==> config.mk <==
export PLATFORM = sky130hd
export DESIGN_NAME = morse_decoder
export DESIGN_NICKNAME = d
export VERILOG_FILES = /design/src/rtl/morse_decoder.sv
export SDC_FILE = /design/constraint.sdc
export NUM_CORES = 1
export LEC_CHECK = 0
export BUFFER_PORTS_ARGS = -buffer_cell sky130_fd_sc_hd__buf_4
export CORE_MARGIN = 4
export CORE_UTILIZATION = 55
export DETAILED_ROUTE_END_ITERATION = 6
export GPL_TIMING_DRIVEN = 0
export MAX_ROUTING_LAYER = met4
export PLACE_DENSITY = 0.73
export SYNTH_ARGS = -nofsm -noshare
export SYNTH_HDL_FRONTEND = slang
export SYNTH_SLANG_ARGS = --single-unit
export TNS_END_PERCENT = 30
==> constraint.sdc <==
create_clock -name ClockIn -period 5.8 [get_ports ClockIn]
set_input_delay 0.87 -clock ClockIn [delete_from_list [all_inputs] [get_ports ClockIn]]
set_output_delay 0.87 -clock ClockIn [all_outputs]
set_load 0.05 [all_outputs]
==> src/rtl/morse_decoder.sv <==
// Morse receiver: samples the line once per unit, classifies marks/spaces by run
// length and decodes letters A..H at each inter-letter gap.
module morse_decoder #(
   parameter int TICK_DIV = 250
) (
   input  logic       ClockIn,
   input  logic       Reset,
   input  logic       DotDashIn,
   output logic [2:0] Letter,
   output logic       LetterValid,
   output logic       Error,
   output logic       Busy
);

   typedef enum logic [1:0] {IDLE, MARK, SPACE} state_t;

   localparam logic [9:0] TICK_LAST = 10'(TICK_DIV - 1);

   state_t      state, state_nxt;
   logic [9:0]  tcnt;
   logic        tick;
   logic [2:0]  run, run_nxt;
   logic [3:0]  sym, sym_nxt;
   logic [2:0]  nsym, nsym_nxt;
   logic        err, err_nxt;
   logic [2:0]  letter_nxt;
   logic        valid_nxt, error_nxt;
   logic [3:0]  dec;

   // {hit, code}; upper sym bits are zero for short characters
   function automatic logic [3:0] decode(input logic [2:0] n, input logic [3:0] s);
      case ({n, s})
         7'b010_0001: decode = 4'b1_000;
         7'b100_1000: decode = 4'b1_001;
         7'b100_1010: decode = 4'b1_010;
         7'b011_0100: decode = 4'b1_011;
         7'b001_0000: decode = 4'b1_100;
         7'b100_0010: decode = 4'b1_101;
         7'b011_0110: decode = 4'b1_110;
         7'b100_0000: decode = 4'b1_111;
         default:     decode = 4'b0_000;
      endcase
   endfunction

   assign tick = (tcnt == TICK_LAST);
   assign dec  = decode(nsym, sym);

   always_ff @(posedge ClockIn or posedge Reset) begin
      if (Reset) tcnt <= '0;
      else       tcnt <= tick ? '0 : tcnt + 10'd1;
   end

   always_comb begin
      state_nxt  = state;
      run_nxt    = run;
      sym_nxt    = sym;
      nsym_nxt   = nsym;
      err_nxt    = err;
      letter_nxt = Letter;
      valid_nxt  = 1'b0;
      error_nxt  = 1'b0;
      if (tick) begin
         case (state)
            IDLE: begin
               if (DotDashIn) begin
                  state_nxt = MARK;
                  run_nxt   = 3'd1;
                  sym_nxt   = '0;
                  nsym_nxt  = '0;
                  err_nxt   = 1'b0;
               end
            end
            MARK: begin
               if (DotDashIn) begin
                  run_nxt = (run == 3'd7) ? 3'd7 : run + 3'd1;
               end else begin
                  if (run == 3'd1 || run == 3'd3) begin
                     sym_nxt = {sym[2:0], run == 3'd3};
                     if (nsym == 3'd4) err_nxt = 1'b1;
                     if (nsym != 3'd5) nsym_nxt = nsym + 3'd1;
                  end else begin
                     err_nxt = 1'b1;
                  end
                  state_nxt = SPACE;
                  run_nxt   = 3'd1;
               end
            end
            SPACE: begin
               if (DotDashIn) begin
                  if (run == 3'd2) err_nxt = 1'b1;
                  state_nxt = MARK;
                  run_nxt   = 3'd1;
               end else if (run == 3'd2) begin
                  // third space unit closes the character
                  if (err || !dec[3]) begin
                     error_nxt = 1'b1;
                  end else begin
                     letter_nxt = dec[2:0];
                     valid_nxt  = 1'b1;
                  end
                  state_nxt = IDLE;
                  run_nxt   = '0;
                  err_nxt   = 1'b0;
               end else begin
                  run_nxt = run + 3'd1;
               end
            end
            default: state_nxt = IDLE;
         endcase
      end
   end

   always_ff @(posedge ClockIn or posedge Reset) begin
      if (Reset) begin
         state       <= IDLE;
         run         <= '0;
         sym         <= '0;
         nsym        <= '0;
         err         <= 1'b0;
         Letter      <= '0;
         LetterValid <= 1'b0;
         Error       <= 1'b0;
         Busy        <= 1'b0;
      end else begin
         state       <= state_nxt;
         run         <= run_nxt;
         sym         <= sym_nxt;
         nsym        <= nsym_nxt;
         err         <= err_nxt;
         Letter      <= letter_nxt;
         LetterValid <= valid_nxt;
         Error       <= error_nxt;
         Busy        <= (state_nxt != IDLE);
      end
   end

endmodule

# After elaboration in Yosys (flattened, before gate mapping)
# Index checks and enable logic that the tools add are counted.
[totals] out_inout_bits=6 ff_bits=29 wordCells=91
[classes] reduce_logical=12 eq_ne=23 n_addsub=3 muxes=41 bitwise=2
[op_table] operator="$pmux W4 S8" count=1
[op_table] operator="$eq A7 B7 Y1 const B" count=4
[op_table] operator="$mux W3" count=9
[op_table] operator="$eq A7 B6 Y1 const B" count=3
[op_table] operator="$mux W1" count=17
[op_table] operator="$mux W4" count=3
[op_table] operator="$reduce_and A6 Y1" count=2
[op_table] operator="$add A10 B1 Y10 const B" count=1
[op_table] operator="$eq A10 B8 Y1 const B" count=1
[op_table] operator="$mux W10" count=1
[op_table] operator="$mux W2" count=5
[op_table] operator="$ne A2 B2 Y1 const B" count=5
[op_table] operator="$reduce_and A5 Y1" count=2
[op_table] operator="$pmux W3 S3" count=1
[op_table] operator="$pmux W4 S2" count=1
[op_table] operator="$eq A7 B5 Y1 const B" count=1
[op_table] operator="$add A3 B1 Y3 const B" count=2
[op_table] operator="$eq A3 B2 Y1 const B" count=2
[op_table] operator="$eq A3 B3 Y1 const B" count=2
[op_table] operator="$ne A3 B3 Y1 const B" count=2
[op_table] operator="$pmux W2 S3" count=1
[op_table] operator="$pmux W3 S2" count=1
[op_table] operator="$reduce_bool A2 Y1" count=2
[op_table] operator="$eq A3 B1 Y1 const B" count=1
[op_table] operator="9 further kinds" count=11

# Depth between registers and ports, before layout
[logic_depth] ltp_word=9 depth_mapped=7 depth_no_buf=6

# Worst setup path after synthesis
# No wires, ideal clock.
[synth_timing] path_kind="input port to flip-flop" startpoint="input port DotDashIn" endpoint="register Letter[0]" required_ns=5.672 setup_slack_ns=3.404 arrival_ns=2.269 path_stages=4 path_buffers=0 cell_sequence="or3b_4 > or3b_4 > a311oi_4 > mux2_1"
[synth_via] elab_chain_cells=2
[synth_rtl] element="start, declared" line="8" text="input logic DotDashIn,"
[synth_rtl] element="$not A1 Y1 (no source line)"
[synth_rtl] element="$reduce_and A5 Y1 (no source line)"
[synth_rtl] element="end signal, assigned" line="130" text="Letter <= letter_nxt;"
[synth_rtl] element="end, declared" line="9" text="output logic [2:0] Letter,"
# No other way between the ends.
# A chain may end at the register's enable or synchronous reset.

# Worst setup path after layout
[layout_timing] startpoint="register run[0]" endpoint="register Letter[1]"
[layout_via] elab_chain_cells=2
[layout_rtl] element="start, declared" line="22" text="logic [2:0] run, run_nxt;"
[layout_rtl] element="start signal, assigned" line="126" text="run <= run_nxt;"
[layout_rtl] element="$eq A3 B2 Y1" line="93" text="end else if (run == 3'd2) begin"
[layout_rtl] element="$reduce_and A5 Y1 (no source line)"
# No other way between the ends.

==> out/results.ini <==
[outcome]
status=finished, final reports clean

[yosys]
yosysTopAreaCell=sky130_fd_sc_hd__dfrtp_1
synth_warnings=0
most_used_flip_flop_cell_after_synthesis=sky130_fd_sc_hd__dfrtp_1
synth-seq-cells=29
synth-seq-area-share_pct=40.5
ys_top_cells_by_area=sky130_fd_sc_hd__dfrtp_1 (41%), sky130_fd_sc_hd__ha_1 (11%), sky130_fd_sc_hd__mux2_1 (3.8%)
synth.lib_cells_used.distinct=52
mappedNetlistArea_mm2=0.00179
synth_largest_type_area_fraction_pct=40.5
avg_inst_size_synth_um2=10.0
synth_enable_flop_cells=0
synthesis.instances=179
async_reset_ff_share_pct=100
synthesis.nets=198

[layout]
finalCoreUtilization_pct=63.5
final_layout_size_suffix_gt1_share_pct=10.3
antenna_cells_inserted=0
post-route-cell-area_mm2=0.00195
layout.area.seq_um2=726
area_of_the_multi_input_gates_um2=973
syn2layout_area_growth_pct=9.15
fillCellCount=259
final_common_cell=sky130_fd_sc_hd__dfrtp_1
layout_common_cells=sky130_fd_sc_hd__dfrtp_1 (29), sky130_fd_sc_hd__inv_1 (17), sky130_fd_sc_hd__ha_1 (16), sky130_fd_sc_hd__nor2_1 (14), sky130_fd_sc_hd__nand2_1 (10)
design.final.nets=213

[clock_network]
inserted_clock_buffers=5
htree_levels=2
post-cts-setup-buffers=0
max-clock-path-buffers=2
ctsRootBufferMaster=sky130_fd_sc_hd__clkbuf_4
cts.clk_slew.worst_paths_ps=100
tritoncts=yes
cts_sinks=29
cts_hold_fix_bufs=0
cts_resized=0
insertion_delay_to_the_later_sink_of_the_worst_skew_pair_ps=330

[floorplanning]
initial_utilization_pct=58.2
io_pins=9
core_ar_mm2=0.00308
floorplan.die.width_um=65.1
fp.dieArea_mm2=0.00423
num_rows=20
floorplan.die.height_um=65.1

[critical_path]
worst_reg2reg_path_endpoint=Letter[1]
cp-start-kind=flip-flop
rrSetupSlack_ps=3450
crit_type=flip-flop to flip-flop
cp_data_arrival_time_ps=2560
worst-endpoint-required_ps=6010
reg2regPathDepth=6
r2r-start=run[0]
critPathCaptureType=flip-flop
critical_path.max_fanout=6

[routing]
routed_wl_um=3510
vias=1382
post_drt_via_cell_ratio=5.78
met3_length_um=126
firstDrtPassIters=4
avgRoutedWirePerCell_um=14.7
highest-signal-layer=met4
ant_nets=0
drc=0
dr.first_iter.drc_count=81
wirelength_met1_um=1570
wl_met2_um=1760

[sta]
timing.final.crit_period_ps=2350
total_of_endpoints_with_negative_setup_slack_in_the_final_report=0
hold_viol_final=0
final.hold.worst_slack_ps=474
drv_slew=0
worst_clock_skew_ps=13.2
relSlewSlack_pct=25.6
tightest_slew_ps=1110
grt_setup_unrepaired=false
finalWorstSetupSlack_ps=3450
fin_setup_tns_ps=0
timing.fmax_ghz=0.425
final_min_period_over_clock_period_pct=40.6

[min_path]
worst_hold_path.num_cells=1
hold_path_end=tcnt[9]
worstHoldStart=tcnt[9]
worstHoldPathType=flip-flop to flip-flop

[flow_run]
maxCapViolCount=0

[pwr]
power.ir.vdd_worst_v=0.000126
static-leakage-power_nw=0.857
power_per_cell_area_mw_per_mm2=167

[global_routing]
grt_pass1_wl_um=6270
grt_usage_pct=19.5
gr-total-overflow=0
first_global_vias=1430
antenna_violations_before_repair=0
grt_max_degree=30

[placed_design]
place_hpwl_um=2490
port_buffers=8
gpl.final_weighted_congestion=0.873
detailed_place.area_mm2=0.00191
preCtsSetupSlack_ps=3140

## metrics by stage
stage	power, mW	cells
floorplan	0.211	179
global placement	0.214	231
detailed placement	0.215	231
CTS	0.331	239
global route	0.339	239
finish	0.327	239
## cells in the mapped netlist (2+ instances only)
master,n
sky130_fd_sc_hd__a211oi_1,2
sky130_fd_sc_hd__o21ai_1,3
sky130_fd_sc_hd__a21oi_1,8
sky130_fd_sc_hd__nand3_1,6
sky130_fd_sc_hd__xor2_1,4
sky130_fd_sc_hd__and2_1,2
sky130_fd_sc_hd__a21boi_0,3
sky130_fd_sc_hd__o2111ai_1,3
sky130_fd_sc_hd__nand2_1,10
sky130_fd_sc_hd__nand2b_1,2
sky130_fd_sc_hd__nor4b_1,2
sky130_fd_sc_hd__or3b_4,2
sky130_fd_sc_hd__nor2_1,14
sky130_fd_sc_hd__inv_1,17
sky130_fd_sc_hd__mux2i_1,4
sky130_fd_sc_hd__xnor2_1,2
sky130_fd_sc_hd__clkbuf_1,4
sky130_fd_sc_hd__mux2_1,6
sky130_fd_sc_hd__o211ai_1,2
sky130_fd_sc_hd__ha_1,16
sky130_fd_sc_hd__dfrtp_1,29
sky130_fd_sc_hd__nand3b_1,2
sky130_fd_sc_hd__nand4_1,3
sky130_fd_sc_hd__a31oi_1,5
## kinds of logic after synthesis
logic type               Yosys count  share of synthesized area, %
buffers and inverters             24                          5.10
multiplexers                      10                          6.01
adder cells (fa/ha/maj)           16                          11.2
flip-flops                        29                          40.5
AO/OA/AOI/OAI                     40                          16.8
XOR/XNOR                           6                          2.93
AND/OR/NAND/NOR                   54                          17.5
## worst max path at each step
stage,to,cells after the start,slack [ps],startpoint
global route,Letter[0],6,3340,nsym[1]
global placement,Letter[1],5,3170,DotDashIn
CTS,Letter[1],6,3450,nsym[1]
finish,Letter[1],6,3450,run[0]
floorplan,Letter[0],4,3400,DotDashIn
detailed placement,Letter[1],5,3140,DotDashIn
## worst max-delay path, cell delays in order (launching register included)
cell	delay (ps)
sky130_fd_sc_hd__dfrtp_1	460
sky130_fd_sc_hd__inv_1	90
sky130_fd_sc_hd__ha_1	160
sky130_fd_sc_hd__or3b_4	400
sky130_fd_sc_hd__or3b_4	410
sky130_fd_sc_hd__a311oi_4	350
sky130_fd_sc_hd__mux2_1	360
## layout make-up
| type | instances | area share [%] |
|---|---|---|
| inverters | 19 | 3.65 |
| multi-input cells | 126 | 49.8 |
| plain buffers | 5 | 1.02 |
| repair buffers | 8 | 3.07 |
| clock buffers | 8 | 2.50 |
| well taps | 44 | 2.82 |
| flip-flops and latches | 29 | 37.1 |
## flip-flops by register name (all words and copies together) (netlist names)
signal	flops
err	1
LetterValid	1
nsym	3
Busy	1
tcnt	10
run	3
state	2
Letter	3
sym	4
Error	1
## where the power goes
part	internal, mW	leakage (nW)	total, mW	switching (mW)
Combinational	0.00180	0.476	0.00834	0.00653
Clock	0.0482	0.0265	0.116	0.0679
Sequential	0.202	0.354	0.202	0
## routing by layer
metal  GRT usage [%]  vias up
li1                -      672
met1            22.7      673
met2            32.8       30
met3            5.55        7
met4            5.96        0
met5               -        -
Power figures use the tool's default switching activity.
